<file path="src/rtl/apb4_regfile_pkg.sv">
// Shared types and helpers for the APB4 register-file completer.
// Merge helpers are sized for the widest supported bus (32 bits); narrower buses zero-extend.
package apb4_regfile_pkg;

  typedef enum logic [1:0] {IDLE, SETUP, ACCESS} state_t;

  localparam int STRB_WIDTH  = 4;
  localparam int OFFSET_BITS = $clog2(STRB_WIDTH);
  localparam int MERGE_W     = 8 * STRB_WIDTH;
  localparam int WCNT_WIDTH  = 4;

  function automatic logic [MERGE_W-1:0] strb_merge(
    input logic [MERGE_W-1:0]    old_v,
    input logic [MERGE_W-1:0]    new_v,
    input logic [STRB_WIDTH-1:0] strb
  );
    logic [MERGE_W-1:0] res;
    res = old_v;
    for (int k = 0; k < STRB_WIDTH; k++) begin
      if (strb[k]) res[8*k +: 8] = new_v[8*k +: 8];
    end
    return res;
  endfunction

endpackage

</file>
<file path="src/rtl/apb4_regfile_completer_if.sv">
// APB4 completer bus bundle; the requester drives address/control/data, the completer answers.
// No storage here: timing and backpressure (pready) belong to the completer.
interface apb4_regfile_completer_if #(
  parameter int ADDR_WIDTH = 16,
  parameter int DATA_WIDTH = 32
);
  logic [ADDR_WIDTH-1:0]   paddr;
  logic                    psel;
  logic                    penable;
  logic                    pwrite;
  logic [DATA_WIDTH-1:0]   pwdata;
  logic [DATA_WIDTH/8-1:0] pstrb;
  logic [DATA_WIDTH-1:0]   prdata;
  logic                    pready;
  logic                    pslverr;

  modport master (
    output paddr, psel, penable, pwrite, pwdata, pstrb,
    input  prdata, pready, pslverr
  );

  modport slave (
    input  paddr, psel, penable, pwrite, pwdata, pstrb,
    output prdata, pready, pslverr
  );
endinterface

</file>
<file path="src/rtl/apb4_completer_fsm.sv">
// APB4 IDLE/SETUP/ACCESS sequencer with wait counter; pready/pslverr registered, one-cycle pulse.
// First ACCESS cycle has pready high when WAIT_STATES=0; each extra wait state holds pready low a cycle.
module apb4_completer_fsm
  import apb4_regfile_pkg::*;
#(
  parameter int WAIT_STATES = 0
) (
  input  logic clk,
  input  logic preset_n,
  input  logic psel,
  input  logic penable,
  input  logic err,
  output logic pready,
  output logic pslverr,
  output logic ready_nxt,
  output logic commit
);

  localparam logic [WCNT_WIDTH-1:0] WAIT_LIM = WCNT_WIDTH'(WAIT_STATES);

  state_t                state, state_d;
  logic [WCNT_WIDTH-1:0] wcnt, wcnt_d;

  always_ff @(posedge clk or negedge preset_n) begin
    if (!preset_n) begin
      state   <= IDLE;
      wcnt    <= '0;
      pready  <= 1'b0;
      pslverr <= 1'b0;
    end else begin
      state   <= state_d;
      wcnt    <= wcnt_d;
      pready  <= ready_nxt;
      pslverr <= ready_nxt && err;
    end
  end

  always_comb begin
    state_d   = state;
    wcnt_d    = '0;
    ready_nxt = 1'b0;
    commit    = (state == ACCESS) && pready && psel && penable;

    case (state)
      IDLE: begin
        if (psel && !penable) state_d = SETUP;
      end
      SETUP: begin
        if (!psel)        state_d = IDLE;
        else if (penable) state_d = ACCESS;
      end
      ACCESS: begin
        if (pready)     state_d = (psel && !penable) ? SETUP : IDLE;
        else if (!psel) state_d = IDLE;
      end
      default: state_d = IDLE;
    endcase

    // Counter restarts at 0 on entry to ACCESS, so the response lands WAIT_STATES cycles later.
    if (state_d == ACCESS) begin
      if (state == ACCESS) wcnt_d = (wcnt == WAIT_LIM) ? wcnt : wcnt + 1'b1;
      ready_nxt = (wcnt_d == WAIT_LIM);
    end
  end

endmodule

</file>
<file path="src/rtl/apb4_regfile_completer.sv">
// APB4 register bank of NUM_REGS words with byte strobes, RO mask, error decode and hardware update port.
// Latency: 1 + WAIT_STATES cycles from SETUP to pready; writes visible on reg_q the cycle after completion.
module apb4_regfile_completer
  import apb4_regfile_pkg::*;
#(
  parameter int                  ADDR_WIDTH  = 16,
  parameter int                  DATA_WIDTH  = 32,
  parameter int                  NUM_REGS    = 8,
  parameter int                  WAIT_STATES = 0,
  parameter logic [NUM_REGS-1:0] RO_MASK     = '0
) (
  input  logic                           clk,
  input  logic                           preset_n,
  apb4_regfile_completer_if.slave        bus,
  input  logic [NUM_REGS-1:0]            hw_we,
  input  logic [NUM_REGS*DATA_WIDTH-1:0] hw_wdata,
  output logic [NUM_REGS*DATA_WIDTH-1:0] reg_q
);

  localparam int STRB_W = DATA_WIDTH / 8;
  localparam int OFF_W  = $clog2(STRB_W);
  localparam int IDX_W  = (NUM_REGS > 1) ? $clog2(NUM_REGS) : 1;
  localparam logic [ADDR_WIDTH-1:0] OFF_MASK = ADDR_WIDTH'(STRB_W - 1);

  logic [ADDR_WIDTH-1:0] idx_full;
  logic [IDX_W-1:0]      idx;
  logic                  in_range, misaligned, ro_hit, err;
  logic                  ready_nxt, commit, apb_we;

  logic [DATA_WIDTH-1:0] regs    [NUM_REGS];
  logic [DATA_WIDTH-1:0] hw_next [NUM_REGS];
  logic [DATA_WIDTH-1:0] reg_d   [NUM_REGS];

  assign idx_full   = bus.paddr >> OFF_W;
  assign idx        = idx_full[IDX_W-1:0];
  assign in_range   = idx_full < ADDR_WIDTH'(NUM_REGS);
  assign misaligned = (bus.paddr & OFF_MASK) != '0;
  assign ro_hit     = bus.pwrite && in_range && RO_MASK[idx];
  assign err        = !in_range || misaligned || ro_hit;

  apb4_completer_fsm #(
    .WAIT_STATES(WAIT_STATES)
  ) u_fsm (
    .clk      (clk),
    .preset_n (preset_n),
    .psel     (bus.psel),
    .penable  (bus.penable),
    .err      (err),
    .pready   (bus.pready),
    .pslverr  (bus.pslverr),
    .ready_nxt(ready_nxt),
    .commit   (commit)
  );

  assign apb_we = commit && bus.pwrite && !err;

  // Hardware value forms the base; APB strobed bytes override it on a same-cycle collision.
  always_comb begin
    for (int i = 0; i < NUM_REGS; i++) begin
      hw_next[i] = hw_we[i] ? hw_wdata[i*DATA_WIDTH +: DATA_WIDTH] : regs[i];
      reg_d[i]   = hw_next[i];
      if (apb_we && (idx == IDX_W'(i))) begin
        reg_d[i] = DATA_WIDTH'(strb_merge(MERGE_W'(hw_next[i]), MERGE_W'(bus.pwdata),
                                          STRB_WIDTH'(bus.pstrb)));
      end
    end
  end

  always_ff @(posedge clk or negedge preset_n) begin
    if (!preset_n) begin
      for (int i = 0; i < NUM_REGS; i++) regs[i] <= '0;
    end else begin
      for (int i = 0; i < NUM_REGS; i++) regs[i] <= reg_d[i];
    end
  end

  // Read data captured alongside pready so it reflects the pre-update register value.
  always_ff @(posedge clk or negedge preset_n) begin
    if (!preset_n) bus.prdata <= '0;
    else           bus.prdata <= (ready_nxt && !err && !bus.pwrite) ? regs[idx] : '0;
  end

  for (genvar g = 0; g < NUM_REGS; g++) begin : g_reg_q
    assign reg_q[g*DATA_WIDTH +: DATA_WIDTH] = regs[g];
  end

endmodule
</file>
<file path="src/flat_wrapper.sv">
// flat-port wrapper written by rule: the top's interface ports become plain ports
module apb4_regfile_completer_flat import apb4_regfile_pkg::*;
#(
  parameter int                  ADDR_WIDTH  = 16,
  parameter int                  DATA_WIDTH  = 32,
  parameter int                  NUM_REGS    = 8,
  parameter int                  WAIT_STATES = 0,
  parameter logic [NUM_REGS-1:0] RO_MASK     = '0
)
  (clk, preset_n, hw_we, hw_wdata, reg_q, bus_paddr, bus_psel, bus_penable, bus_pwrite, bus_pwdata, bus_pstrb, bus_prdata, bus_pready, bus_pslverr);
  apb4_regfile_completer_if #(.ADDR_WIDTH(ADDR_WIDTH), .DATA_WIDTH(DATA_WIDTH)) bus_i ();
  input  logic clk;
  input  logic preset_n;
  input  logic [NUM_REGS-1:0] hw_we;
  input  logic [NUM_REGS*DATA_WIDTH-1:0] hw_wdata;
  output logic [NUM_REGS*DATA_WIDTH-1:0] reg_q;
  input wire logic [$bits(bus_i.paddr)-1:0] bus_paddr;
  input wire logic [$bits(bus_i.psel)-1:0] bus_psel;
  input wire logic [$bits(bus_i.penable)-1:0] bus_penable;
  input wire logic [$bits(bus_i.pwrite)-1:0] bus_pwrite;
  input wire logic [$bits(bus_i.pwdata)-1:0] bus_pwdata;
  input wire logic [$bits(bus_i.pstrb)-1:0] bus_pstrb;
  output wire logic [$bits(bus_i.prdata)-1:0] bus_prdata;
  output wire logic [$bits(bus_i.pready)-1:0] bus_pready;
  output wire logic [$bits(bus_i.pslverr)-1:0] bus_pslverr;
  assign bus_i.paddr = bus_paddr;
  assign bus_i.psel = bus_psel;
  assign bus_i.penable = bus_penable;
  assign bus_i.pwrite = bus_pwrite;
  assign bus_i.pwdata = bus_pwdata;
  assign bus_i.pstrb = bus_pstrb;
  assign bus_prdata = bus_i.prdata;
  assign bus_pready = bus_i.pready;
  assign bus_pslverr = bus_i.pslverr;
  apb4_regfile_completer #(.ADDR_WIDTH(ADDR_WIDTH), .DATA_WIDTH(DATA_WIDTH), .NUM_REGS(NUM_REGS), .WAIT_STATES(WAIT_STATES), .RO_MASK(RO_MASK)) u_core (.clk(clk), .preset_n(preset_n), .bus(bus_i), .hw_we(hw_we), .hw_wdata(hw_wdata), .reg_q(reg_q));
endmodule
</file>
<file path="config.mk">
export PLATFORM = sky130hd
export DESIGN_NAME = apb4_regfile_completer_flat
export DESIGN_NICKNAME = d
export VERILOG_FILES = /design/src/rtl/apb4_regfile_pkg.sv /design/src/rtl/apb4_regfile_completer_if.sv /design/src/rtl/apb4_completer_fsm.sv /design/src/rtl/apb4_regfile_completer.sv /design/src/flat_wrapper.sv
export SDC_FILE = /design/constraint.sdc
export NUM_CORES = 1
export LEC_CHECK = 0
export ABC_CLOCK_PERIOD_IN_PS = 3070
export BUFFER_PORTS_ARGS = -buffer_cell sky130_fd_sc_hd__buf_2
export CAP_MARGIN = 10
export CORE_AREA = 2 2 238 240
export DETAILED_ROUTE_END_ITERATION = 7
export DIE_AREA = 0 0 240 242
export SLEW_MARGIN = 20
export SYNTH_ARGS = -nofsm -noshare
export SYNTH_HDL_FRONTEND = slang
export SYNTH_SLANG_ARGS = --single-unit
</file>
<file path="constraint.sdc">
create_clock -name clk -period 3.07 [get_ports clk]
set_input_delay 0.307 -clock clk [delete_from_list [all_inputs] [get_ports clk]]
set_output_delay 0.307 -clock clk [all_outputs]
set_load 0.005 [all_outputs]
</file>
==> impl_metrics.py, run 1 <==
metrics = {
    "run_status": {
        "result_of_the_run": "completed",
    },
    "worst_hold_path": {
        "holdPathStages": 2,
        "hold_path_end": "u_core.u_fsm.state[0]",
        "hold_path.class": "in2reg",
        "min-delay-start": "bus_psel",
    },
    "floorplan": {
        "floorplan.die.width_um": 240,
        "design.portCount": 611,
        "die_height_um": 242,
        "fp-row-count": 87,
        "core_area_mm2": 0.0557,
        "start_util_pct": 29.5,
        "dieArea_mm2": 0.0581,
    },
    "timing": {
        "fin_tns_setup_ns": 0,
        "min_period_over_period_pct": 83.3,
        "hold_violations": 0,
        "setup_viol_count_final": 0,
        "tightest_slew_ns": 1.15,
        "maxSlewHeadroom_pct": 23.3,
        "fin_skew_ns": 0.0107,
        "maxClockFrequency_mhz": 391,
        "report.final.slew_viol_count": 0,
        "rsz_0062_raised_after_global_routing": "false",
        "timing.final.ws_setup_ns": 0.514,
        "final_worst_path_period_need_ns": 2.56,
    },
    "yosys": {
        "syn-mean-instance-area_um2": 13.2,
        "yosysTopAreaCell": "sky130_fd_sc_hd__dfrtp_1",
        "synth-seq-area-share_pct": 45.1,
        "synth_top_area_share_pct": 45.1,
        "syn-cell-area_mm2": 0.0164,
        "synth.distinct_cells": 34,
        "synth_fp_nets": 1568,
        "synth.yosys.warnings": 0,
        "synth.area.top_cells": "sky130_fd_sc_hd__dfrtp_1, sky130_fd_sc_hd__mux2_2, sky130_fd_sc_hd__mux2i_1",
        "ys_dominant_reg_cell": "sky130_fd_sc_hd__dfrtp_1",
        "synthArstFlopShare_pct": 100,
        "netlist_instances": 1245,
        "postSynthRegisterBits": 296,
        "synth-edff-count": 0,
    },
    "detailed_routing": {
        "wl_cell_um": 26.4,
        "detail_route.wirelength_mm": 69.4,
        "detail-route-antenna-nets": 0,
        "route.detailed.drc": 0,
        "dr.pass1.iters": 5,
        "route.vias.total": 13487,
        "initialDrtViolationCount": 720,
        "routed_via_density": 5.13,
    },
    "placed_design": {
        "post_dp_cell_area_mm2": 0.0206,
        "post-place-ws_ns": 0.494,
        "place_hpwl_mm": 50.0,
        "port-buffer-count": 610,
        "finalWeightedCongestion": 0.874,
    },
    "layout": {
        "layout-area-overhead-vs-synth_pct": 32.7,
        "final_area_mm2": 0.0218,
        "fraction_of_layout_cells_with_a_size_suffix_above_1_pct": 67.1,
        "final_core_util_pct": 39.1,
        "nNetsFinal": 2162,
        "fillerInstances": 5505,
    },
    "clocking": {
        "cts.htree.levels": 2,
        "worst_setup_hold_path_clk_slew_ns": 0.06,
        "cts-hold-fix-buffers": 1,
        "worst_skew_pair.late_latency_ns": 0.54,
        "cts_root_buf": "sky130_fd_sc_hd__clkbuf_16",
        "cts_resized": 0,
        "number_of_setup_buffers_added_after_cts": 0,
        "tritoncts": "built",
        "cts_buffers": 37,
        "cts_num_sinks": 296,
        "ctsLongestPathBuffers": 3,
    },
    "power": {
        "ir_drop_mv": 0.350,
        "power.total_mw": 11.0,
        "power.static_leakage_nw": 10.3,
        "power_dens_cells_mw_per_mm2": 506,
    },
    "critical_path": {
        "path_cells": "inv_1, ha_1, mux2_2, or3_1, a311o_2, a211oi_1",
        "r2r_setup_slack_ns": 0.51,
        "crit_buf_inv": 1,
        "kind_of_launch_point_of_the_worst_setup_path": "register",
        "required_ns": 3.49,
        "ff2ff_path_depth": 6,
        "timing.critical_path.slowest_stage_cell": "sky130_fd_sc_hd__a311o_2",
        "worst_r2r_startpoint": "u_core.u_fsm.wcnt[0]",
        "critPathTopFamily": "compound AO/OA/AOI/OAI gates",
        "crit_path_max_fanout": 34,
        "r2r-end": "u_core.bus.prdata[22]",
        "path_class": "reg2reg",
        "endpoint_kind": "register",
        "wp_data_arrival_ns": 2.98,
        "timing.critical_path.slowest_cell_delay_ns": 0.72,
    },
    "global_routing": {
        "grt_pass1_vias": 14183,
        "globalRouteTotalUtil_pct": 23.1,
        "globalRouteOverflowTotal": 0,
        "grt_antenna_before_repair": 13,
        "grt_max_degree": 84,
        "wire_length_of_the_first_global_routing_pass_mm": 98.3,
    },
    "run": {
        "max-cap-violations": 0,
    },
}
[per-stage QoR]
stage,hold slack [ns],std cells
2_1_floorplan,0.0114,1245
3_3_place_gp,0.382,2555
3_5_place_dp,0.387,2555
4_1_cts,0.0438,2621
5_1_grt,0.0742,2628
6_report,0.0825,2628
[routing by layer]
layer / track usage (%) / routed length, µm / vias up
li1: - / - / 5892
met1: 30.6 / 30000 / 6942
met2: 37.6 / 33200 / 528
met3: 4.63 / 4210 / 115
met4: 7.91 / 1880 / 10
met5: 0.421 / 90 / -
[synth_stat cells, types with 2 or more instances]
| cell | number |
|---|---|
| sky130_fd_sc_hd__a211oi_1 | 32 |
| sky130_fd_sc_hd__a21oi_1 | 3 |
| sky130_fd_sc_hd__a22oi_1 | 64 |
| sky130_fd_sc_hd__and2_1 | 7 |
| sky130_fd_sc_hd__and4_1 | 2 |
| sky130_fd_sc_hd__buf_1 | 8 |
| sky130_fd_sc_hd__buf_2 | 4 |
| sky130_fd_sc_hd__buf_4 | 3 |
| sky130_fd_sc_hd__clkbuf_1 | 77 |
| sky130_fd_sc_hd__dfrtp_1 | 296 |
| sky130_fd_sc_hd__ha_1 | 2 |
| sky130_fd_sc_hd__inv_1 | 6 |
| sky130_fd_sc_hd__mux2_2 | 513 |
| sky130_fd_sc_hd__mux2i_1 | 128 |
| sky130_fd_sc_hd__nand2_1 | 32 |
| sky130_fd_sc_hd__nand2b_1 | 2 |
| sky130_fd_sc_hd__nand3_1 | 2 |
| sky130_fd_sc_hd__nand4_1 | 5 |
| sky130_fd_sc_hd__nand4_2 | 29 |
| sky130_fd_sc_hd__nor2_1 | 5 |
| sky130_fd_sc_hd__nor2b_1 | 11 |
| sky130_fd_sc_hd__o21ai_0 | 2 |
[registers in the layout, summed over array words and instances, names as in the netlist]
signal                cells
u_core.u_fsm.pslverr      1
u_core.bus.prdata        32
u_core.reg_q            256
u_core.u_fsm.state        2
u_core.u_fsm.pready       1
u_core.u_fsm.wcnt         4
[report_power, final]
group	total (mW)	switching [mW]	internal [mW]	leakage, nW
registers	4.57	0.324	4.25	3.55
clock network	4.33	1.77	2.56	0.575
logic	2.11	0.994	1.12	6.16
total	11.0	3.09	7.92	10.3
[cells in the final DEF, fill, tap and decap left out, types with 2 or more instances in the layout]
master	n
sky130_fd_sc_hd__inv_1	6
sky130_fd_sc_hd__buf_12	15
sky130_fd_sc_hd__clkbuf_16	39
sky130_fd_sc_hd__nor2b_4	3
sky130_fd_sc_hd__mux2_2	513
sky130_fd_sc_hd__inv_6	2
sky130_fd_sc_hd__clkbuf_1	10
sky130_fd_sc_hd__o21ai_0	2
sky130_fd_sc_hd__nor2b_1	8
sky130_fd_sc_hd__dfrtp_1	296
sky130_fd_sc_hd__nand2b_1	2
sky130_fd_sc_hd__clkinvlp_4	3
sky130_fd_sc_hd__ha_1	2
sky130_fd_sc_hd__diode_2	7
sky130_fd_sc_hd__and2_1	6
sky130_fd_sc_hd__mux2i_1	128
sky130_fd_sc_hd__buf_4	21
sky130_fd_sc_hd__clkinv_2	3
sky130_fd_sc_hd__nand4_1	5
sky130_fd_sc_hd__nor2_1	4
sky130_fd_sc_hd__a22oi_1	64
sky130_fd_sc_hd__nand4_2	29
sky130_fd_sc_hd__nand3_1	2
sky130_fd_sc_hd__nand2_1	32
sky130_fd_sc_hd__a21oi_1	3
sky130_fd_sc_hd__buf_2	608
sky130_fd_sc_hd__clkbuf_8	7
sky130_fd_sc_hd__a211oi_1	32
[logic make-up after synthesis]
| group | Yosys count | synth area share (%) |
|---|---|---|
| xor+xnor | 1 | 0.0534 |
| mux | 641 | 43.0 |
| simple gates | 103 | 4.65 |
| flops | 296 | 45.1 |
| buf+inv | 98 | 2.34 |
| fa+ha+maj | 2 | 0.152 |
| compound gates | 104 | 4.69 |
[how the worst max path moves through the flow]
stage                                     from               endpoint  slack [ns]  cells past startpoint
after CTS                 u_core.u_fsm.wcnt[0]  u_core.bus.prdata[22]        0.53                      6
after detailed placement          bus_paddr[6]       u_core.reg_q[16]        0.49                      6
after global routing      u_core.u_fsm.wcnt[0]  u_core.bus.prdata[22]        0.41                      6
after global placement            bus_paddr[6]      u_core.reg_q[213]        0.54                      6
final                     u_core.u_fsm.wcnt[0]  u_core.bus.prdata[22]        0.51                      6
after floorplan           u_core.u_fsm.wcnt[0]  u_core.bus.prdata[10]        0.98                      8
[area by class of cell]
cell class | instances | area (µm²) | share of cell area, %
Clock buffer | 55 | 1100 | 5.03
Inverter | 6 | 22.5 | 0.103
Sequential cell | 296 | 7410 | 34.0
Tap cell | 756 | 946 | 4.34
Clock inverter | 10 | 93.8 | 0.431
Timing Repair Buffer | 647 | 3540 | 16.3
Antenna cell | 7 | 17.5 | 0.0804
Multi-Input combinational cell | 851 | 8660 | 39.8
No activity file was read; power rests on OpenSTA's default activity.
==> run 2: changes to the inputs <==
- ABC_CLOCK_PERIOD_IN_PS: 3070 -> 2600
- clock period: 3.07 -> 2.6 ns (I/O delays scaled with it)
==> run 2 against run 1 <==
Net effect:
- sequential share of layout area shrank 0.27 points
- first-iteration DRC count grew 1.1%
- clock-buffer cell count shrank 2
- clock skew grew 0.0084 ns
- register-to-register slack lost 0.41 ns
- power grew 18%
- core utilization grew 0.31 points
- via count grew 0.78%
- combinational power grew 18%
- cell count grew 0.57%
- critical endpoint is now u_core.bus.prdata[18]
- cell area grew 0.79%
==> impl_metrics.py, run 2 (synthesis gave the netlist of run 1 again) <==
metrics = {
    "power": {
        "power.total_mw": 13.0,
        "p_int_mw": 9.39,
        "power.combinational.fraction_pct": 19.1,
        "power.static_leakage_nw": 10.4,
        "total_switching_power_mw": 3.56,
        "power_dens_cells_mw_per_mm2": 590,
        "sequentialPowerShare_pct": 41.6,
        "power.clock.fraction_pct": 39.2,
        "switching_share_pct": 27.5,
        "ir_drop_mv": 0.541,
    },
    "layout": {
        "ff_latch_area_mm2": 0.00741,
        "layout-area-overhead-vs-synth_pct": 33.7,
        "ant_cells": 0,
        "layout_commonest_cell": "sky130_fd_sc_hd__buf_2",
        "largest_register_ffs": 256,
        "final_cell_count_no_fill": 2643,
        "nNetsFinal": 2187,
        "most-common-layout-cells": "sky130_fd_sc_hd__buf_2, sky130_fd_sc_hd__mux2_2, sky130_fd_sc_hd__dfrtp_1",
        "fillerInstances": 5420,
        "area_of_the_multi_input_gates_mm2": 0.00866,
        "fraction_of_layout_cells_with_a_size_suffix_above_1_pct": 67.7,
    },
    "placed_design": {
        "post-place-cells": 2580,
        "port-buffer-count": 610,
        "finalWeightedCongestion": 0.923,
        "post-place-ws_ns": 0.138,
        "place_hpwl_mm": 48.7,
    },
    "critical_path": {
        "wp_data_arrival_ns": 2.92,
        "timing.critical_path.slowest_cell_delay_ns": 0.70,
        "crit_path_max_fanout": 34,
        "kind_of_launch_point_of_the_worst_setup_path": "register",
        "path_class": "reg2reg",
        "required_ns": 3.03,
        "timing.critical_path.slowest_stage_cell": "sky130_fd_sc_hd__a311o_2",
        "endpoint_kind": "register",
        "path_cells": "inv_1, ha_1, mux2_2, or3_1, a311o_2, a211oi_1",
    },
    "floorplan": {
        "floorplan.die.width_um": 240,
        "design.portCount": 611,
        "fp-row-count": 87,
        "dieArea_mm2": 0.0581,
        "die_height_um": 242,
        "core_area_mm2": 0.0557,
        "start_util_pct": 29.5,
    },
    "clocking": {
        "cts.htree.levels": 2,
        "worst_skew_pair.late_latency_ns": 0.54,
        "cts_num_sinks": 296,
        "cts_root_buf": "sky130_fd_sc_hd__clkbuf_16",
        "worst_setup_hold_path_clk_slew_ns": 0.06,
        "number_of_setup_buffers_added_after_cts": 0,
        "cts_buffers": 37,
        "ctsLongestPathBuffers": 3,
        "tritoncts": "built",
    },
    "detailed_routing": {
        "route.detailed.drc": 0,
        "dr.pass1.iters": 5,
        "detail_route.wirelength_mm": 68.2,
        "detail-route-antenna-nets": 0,
        "initialDrtViolationCount": 728,
        "routed_via_density": 5.14,
        "route.vias.total": 13592,
        "wl_cell_um": 25.8,
    },
    "timing": {
        "maxClockFrequency_mhz": 401,
        "final_worst_path_period_need_ns": 2.49,
        "fin_skew_ns": 0.0191,
        "rsz_0062_raised_after_global_routing": "true",
        "hold_violations": 0,
        "maxSlewHeadroom_pct": 28.8,
        "min_period_over_period_pct": 95.8,
        "tightest_slew_ns": 1.07,
        "timing.final.ws_setup_ns": 0.108,
        "report.final.slew_viol_count": 0,
        "setup_viol_count_final": 0,
    },
    "global_routing": {
        "grt_pass1_vias": 14372,
        "globalRouteOverflowTotal": 0,
        "wire_length_of_the_first_global_routing_pass_mm": 96.9,
        "globalRouteTotalUtil_pct": 22.7,
        "grt_max_degree": 73,
        "grt_antenna_before_repair": 4,
    },
    "run": {
        "max-cap-violations": 0,
    },
    "worst_hold_path": {
        "hold_path.class": "in2reg",
    },
    "run_status": {
        "result_of_the_run": "completed",
    },
}
[run 2: cell count changes in the layout (fill, tap and decap cells not counted), moves of 3 or more]
cell / delta
sky130_fd_sc_hd__clkbuf_1: -3
sky130_fd_sc_hd__diode_2: -7
sky130_fd_sc_hd__clkbuf_8: +3
sky130_fd_sc_hd__buf_4: +24
sky130_fd_sc_hd__clkinv_2: +3
[run 2: timing repair]
item | in CTS | in global routing
setup endpoints to repair | 0 | 2
hold buffers | 1 | 0
hold endpoints to repair | 53 | 0
gates resized for setup | 0 | 1
[run 2: layout make-up]
| class | count | share of cell area [%] |
|---|---|---|
| Timing Repair Buffer | 672 | 17.0 |
| Clock inverter | 9 | 0.445 |
| Clock buffer | 53 | 4.90 |
| Multi-Input combinational cell | 851 | 39.5 |
| Tap cell | 756 | 4.31 |
| Sequential cell | 296 | 33.7 |
| Inverter | 6 | 0.103 |
[run 2: through the flow]
step | TNS (ns) | utilization [%] | instance area, µm² | hold WS, ns
3_3_place_gp | 0 | 37.3 | 20800 | 0.249
4_1_cts | 0 | 39.4 | 21900 | 0.00114
3_5_place_dp | 0 | 37.3 | 20800 | 0.244
5_1_grt | -0.00611 | 39.4 | 22000 | 0.0131
2_1_floorplan | 0 | - | 16400 | -0.0356
6_report | 0 | 39.4 | 22000 | 0.0410
[run 2: routing by layer]
layer | GRT usage, % | vias up | part of all wire (%)
met2 | 38.6 | 551 | 49
met5 | 0 | - | 0.040
met3 | 4.63 | 97 | 6.6
met1 | 29.3 | 7009 | 42
li1 | - | 5931 | -
met4 | 5.99 | 4 | 2.1
[run 2: worst paths after layout]
path / start / endpoint / slack [ns] / cells after the start
max: u_core.u_fsm.wcnt[0] / u_core.bus.prdata[18] / 0.11 / 6
min: bus_psel / u_core.u_fsm.state[0] / 0.04 / 2
max reg2reg: u_core.u_fsm.wcnt[0] / u_core.bus.prdata[18] / 0.11 / 6
min reg2reg: u_core.u_fsm.wcnt[3] / u_core.u_fsm.wcnt[3] / 0.61 / 2
max in group asynchronous: preset_n / u_core.bus.prdata[27] / 1.48 / 3
min in group asynchronous: preset_n / u_core.reg_q[213] / 0.26 / 2
[run 2: power by group through the flow]
stage                     combinational (mW)  sequential (mW)  clock, mW
final                                   2.48             5.39       5.08
after CTS                               2.48             5.39       5.17
after floorplan                         1.20             5.40          0
after global placement                  2.44             5.45          0
after detailed placement                2.47             5.47          0
after global routing                    2.67             5.43       5.36
[run 2: worst max-delay path, delay by kind of cell, from the launching register on]
family | cells | cell delay, ns
buffers and inverters | 1 | 0.10
muxes | 1 | 0.26
AOI/OAI and AO/OA | 2 | 1.08
DFF | 1 | 0.39
and+or+nand+nor | 1 | 0.31
adders and majority gates | 1 | 0.21
==> run 3: changes to the inputs <==
- CORE_AREA: 2 2 238 240 -> 2 2 235 237
- DIE_AREA: 0 0 240 242 -> 0 0 237 239
- HOLD_SLACK_MARGIN: default -> 0.05
==> run 3 against run 2 <==
Net effect:
- sequential power about the same
- via count increased by 2.1%
- cell count rose by 0.98%
- register-to-register slack worse by 0.02 ns
- clock-buffer cell count is 2 higher
- worst setup slack worse by 0.022 ns
- power is 1.6% higher
- critical endpoint is now u_core.bus.prdata[22]
==> impl_metrics.py, run 3 (synthesis gave the netlist of run 1 again) <==
metrics = {
    "placed_design": {
        "post-place-ws_ns": 0.0762,
        "port-buffer-count": 610,
        "finalWeightedCongestion": 0.901,
        "place_hpwl_mm": 49.6,
    },
    "timing": {
        "min_period_over_period_pct": 96.7,
        "tightest_slew_ns": 0.719,
        "fin_skew_ns": 0.0219,
        "maxClockFrequency_mhz": 398,
        "final_worst_path_period_need_ns": 2.51,
        "timing.final.ws_setup_ns": 0.0854,
        "hold_violations": 0,
        "maxSlewHeadroom_pct": 52.0,
        "setup_viol_count_final": 0,
        "rsz_0062_raised_after_global_routing": "true",
        "report.final.slew_viol_count": 0,
    },
    "clocking": {
        "worst_skew_pair.late_latency_ns": 0.55,
        "worst_setup_hold_path_clk_slew_ns": 0.06,
        "cts_num_sinks": 296,
        "cts_root_buf": "sky130_fd_sc_hd__clkbuf_16",
        "cts_buffers": 37,
        "tritoncts": "built",
        "cts.htree.levels": 2,
        "number_of_setup_buffers_added_after_cts": 0,
        "ctsLongestPathBuffers": 3,
    },
    "global_routing": {
        "globalRouteTotalUtil_pct": 23.7,
        "grt_antenna_before_repair": 8,
        "globalRouteOverflowTotal": 0,
        "grt_max_degree": 70,
        "grt_pass1_vias": 14648,
        "wire_length_of_the_first_global_routing_pass_mm": 98.8,
    },
    "floorplan": {
        "design.portCount": 611,
        "core_area_mm2": 0.0543,
        "dieArea_mm2": 0.0566,
        "fp-row-count": 86,
        "start_util_pct": 30.2,
        "floorplan.die.width_um": 237,
        "die_height_um": 239,
    },
    "detailed_routing": {
        "route.vias.total": 13884,
        "initialDrtViolationCount": 634,
        "route.detailed.drc": 0,
        "detail-route-antenna-nets": 0,
        "dr.pass1.iters": 4,
        "wl_cell_um": 26.0,
        "detail_route.wirelength_mm": 69.5,
        "routed_via_density": 5.20,
    },
    "power": {
        "power_dens_cells_mw_per_mm2": 582,
        "ir_drop_mv": 0.441,
        "power.static_leakage_nw": 10.7,
        "power.total_mw": 13.2,
    },
    "run": {
        "max-cap-violations": 0,
    },
    "critical_path": {
        "crit_buf_inv": 2,
        "timing.critical_path.slowest_cell_delay_ns": 0.60,
        "path_cells": "inv_1, ha_1, mux2_2, or3_1, a311o_2, buf_12, a211oi_1",
        "crit_path_max_fanout": 22,
        "critPathTopFamily": "compound AO/OA/AOI/OAI gates",
        "required_ns": 3.04,
        "endpoint_kind": "register",
        "path_class": "reg2reg",
        "timing.critical_path.slowest_stage_cell": "sky130_fd_sc_hd__a311o_2",
        "wp_data_arrival_ns": 2.96,
        "kind_of_launch_point_of_the_worst_setup_path": "register",
    },
    "layout": {
        "most-common-layout-cells": "sky130_fd_sc_hd__buf_2, sky130_fd_sc_hd__mux2_2, sky130_fd_sc_hd__dfrtp_1",
        "area_of_the_multi_input_gates_mm2": 0.00867,
        "nNetsFinal": 2256,
        "ff_latch_area_mm2": 0.00741,
        "largest_register_ffs": 256,
        "fraction_of_layout_cells_with_a_size_suffix_above_1_pct": 65.8,
        "fillerInstances": 5199,
        "final_core_util_pct": 41.6,
        "layout_commonest_cell": "sky130_fd_sc_hd__buf_2",
        "layout-area-overhead-vs-synth_pct": 37.8,
    },
    "run_status": {
        "result_of_the_run": "completed",
    },
    "worst_hold_path": {
        "hold_path.class": "in2reg",
    },
}
==> run 3: cell types whose count changed in the layout (fill, tap and decap cells not counted), sizes merged <==
| cell | delta |
|---|---|
| buf | +7 |
| bufinv | -1 |
| clkbuf | +2 |
| clkinv | +1 |
| clkinvlp | +2 |
| diode | +4 |
| dlygate4sd3 | +62 |
| inv | +1 |
==> run 3: power breakdown <==
part	leakage [nW]	switching (mW)	internal, mW	total [mW]
Combinational	6.57	1.20	1.39	2.59
Clock	0.594	2.12	3.08	5.19
Sequential	3.55	0.365	5.01	5.38
Total	10.7	3.68	9.48	13.2
==> run 3: timing repair <==
item,CTS,global route
setup endpoints to repair,0,3
gates resized for setup,0,3
endpoints found under the hold margin,120,0
hold buffers,63,0
==> run 3: final cells by class <==
class / instances / area share, %
antenna: 4 / 0.0443
tap: 704 / 3.89
inverter: 6 / 0.0996
timing repair buffer: 741 / 19.5
clock buffer: 55 / 4.93
sequential: 296 / 32.7
clock inverter: 12 / 0.426
multi-input combinational: 851 / 38.3
==> run 3: through the flow <==
| step | instance area [µm²] | cells | hold slack (ns) | TNS, ns |
|---|---|---|---|---|
| 3_5_place_dp | 20800 | 2535 | 0.285 | 0 |
| 4_1_cts | 22600 | 2665 | 0.0501 | 0 |
| 3_3_place_gp | 20800 | 2535 | 0.276 | 0 |
| 5_1_grt | 22600 | 2669 | 0.0541 | -0.000699 |
| 6_report | 22600 | 2669 | 0.0799 | 0 |
| 2_1_floorplan | 16400 | 1245 | -0.0356 | 0 |
==> run 3: final timing paths <==
check | depth (start not counted) | endpoint | from | slack [ns]
min reg2reg | 2 | u_core.u_fsm.wcnt[3] | u_core.u_fsm.wcnt[3] | 0.60
max reg2reg | 7 | u_core.bus.prdata[22] | u_core.u_fsm.wcnt[0] | 0.09
min | 2 | u_core.reg_q[241] | bus_pwdata[17] | 0.08
min in group asynchronous | 2 | u_core.reg_q[215] | preset_n | 0.28
max in group asynchronous | 3 | u_core.reg_q[136] | preset_n | 1.42
max | 7 | u_core.bus.prdata[22] | u_core.u_fsm.wcnt[0] | 0.09
==> run 3: worst register-to-register path, cell delays in order, from the launching register on <==
cell	delay, ns
sky130_fd_sc_hd__dfrtp_1	0.40
sky130_fd_sc_hd__inv_1	0.10
sky130_fd_sc_hd__ha_1	0.21
sky130_fd_sc_hd__mux2_2	0.26
sky130_fd_sc_hd__or3_1	0.30
sky130_fd_sc_hd__a311o_2	0.60
sky130_fd_sc_hd__buf_12	0.28
sky130_fd_sc_hd__a211oi_1	0.28
==> run 3: routing by layer <==
metal / GRT usage (%) / vias to the layer above / routed length [µm]
met2: 40.3 / 575 / 34000
met3: 4.31 / 132 / 3700
met5: 0 / - / 27
li1: - / 6082 / -
met4: 7.94 / 4 / 2070
met1: 30.5 / 7091 / 29700
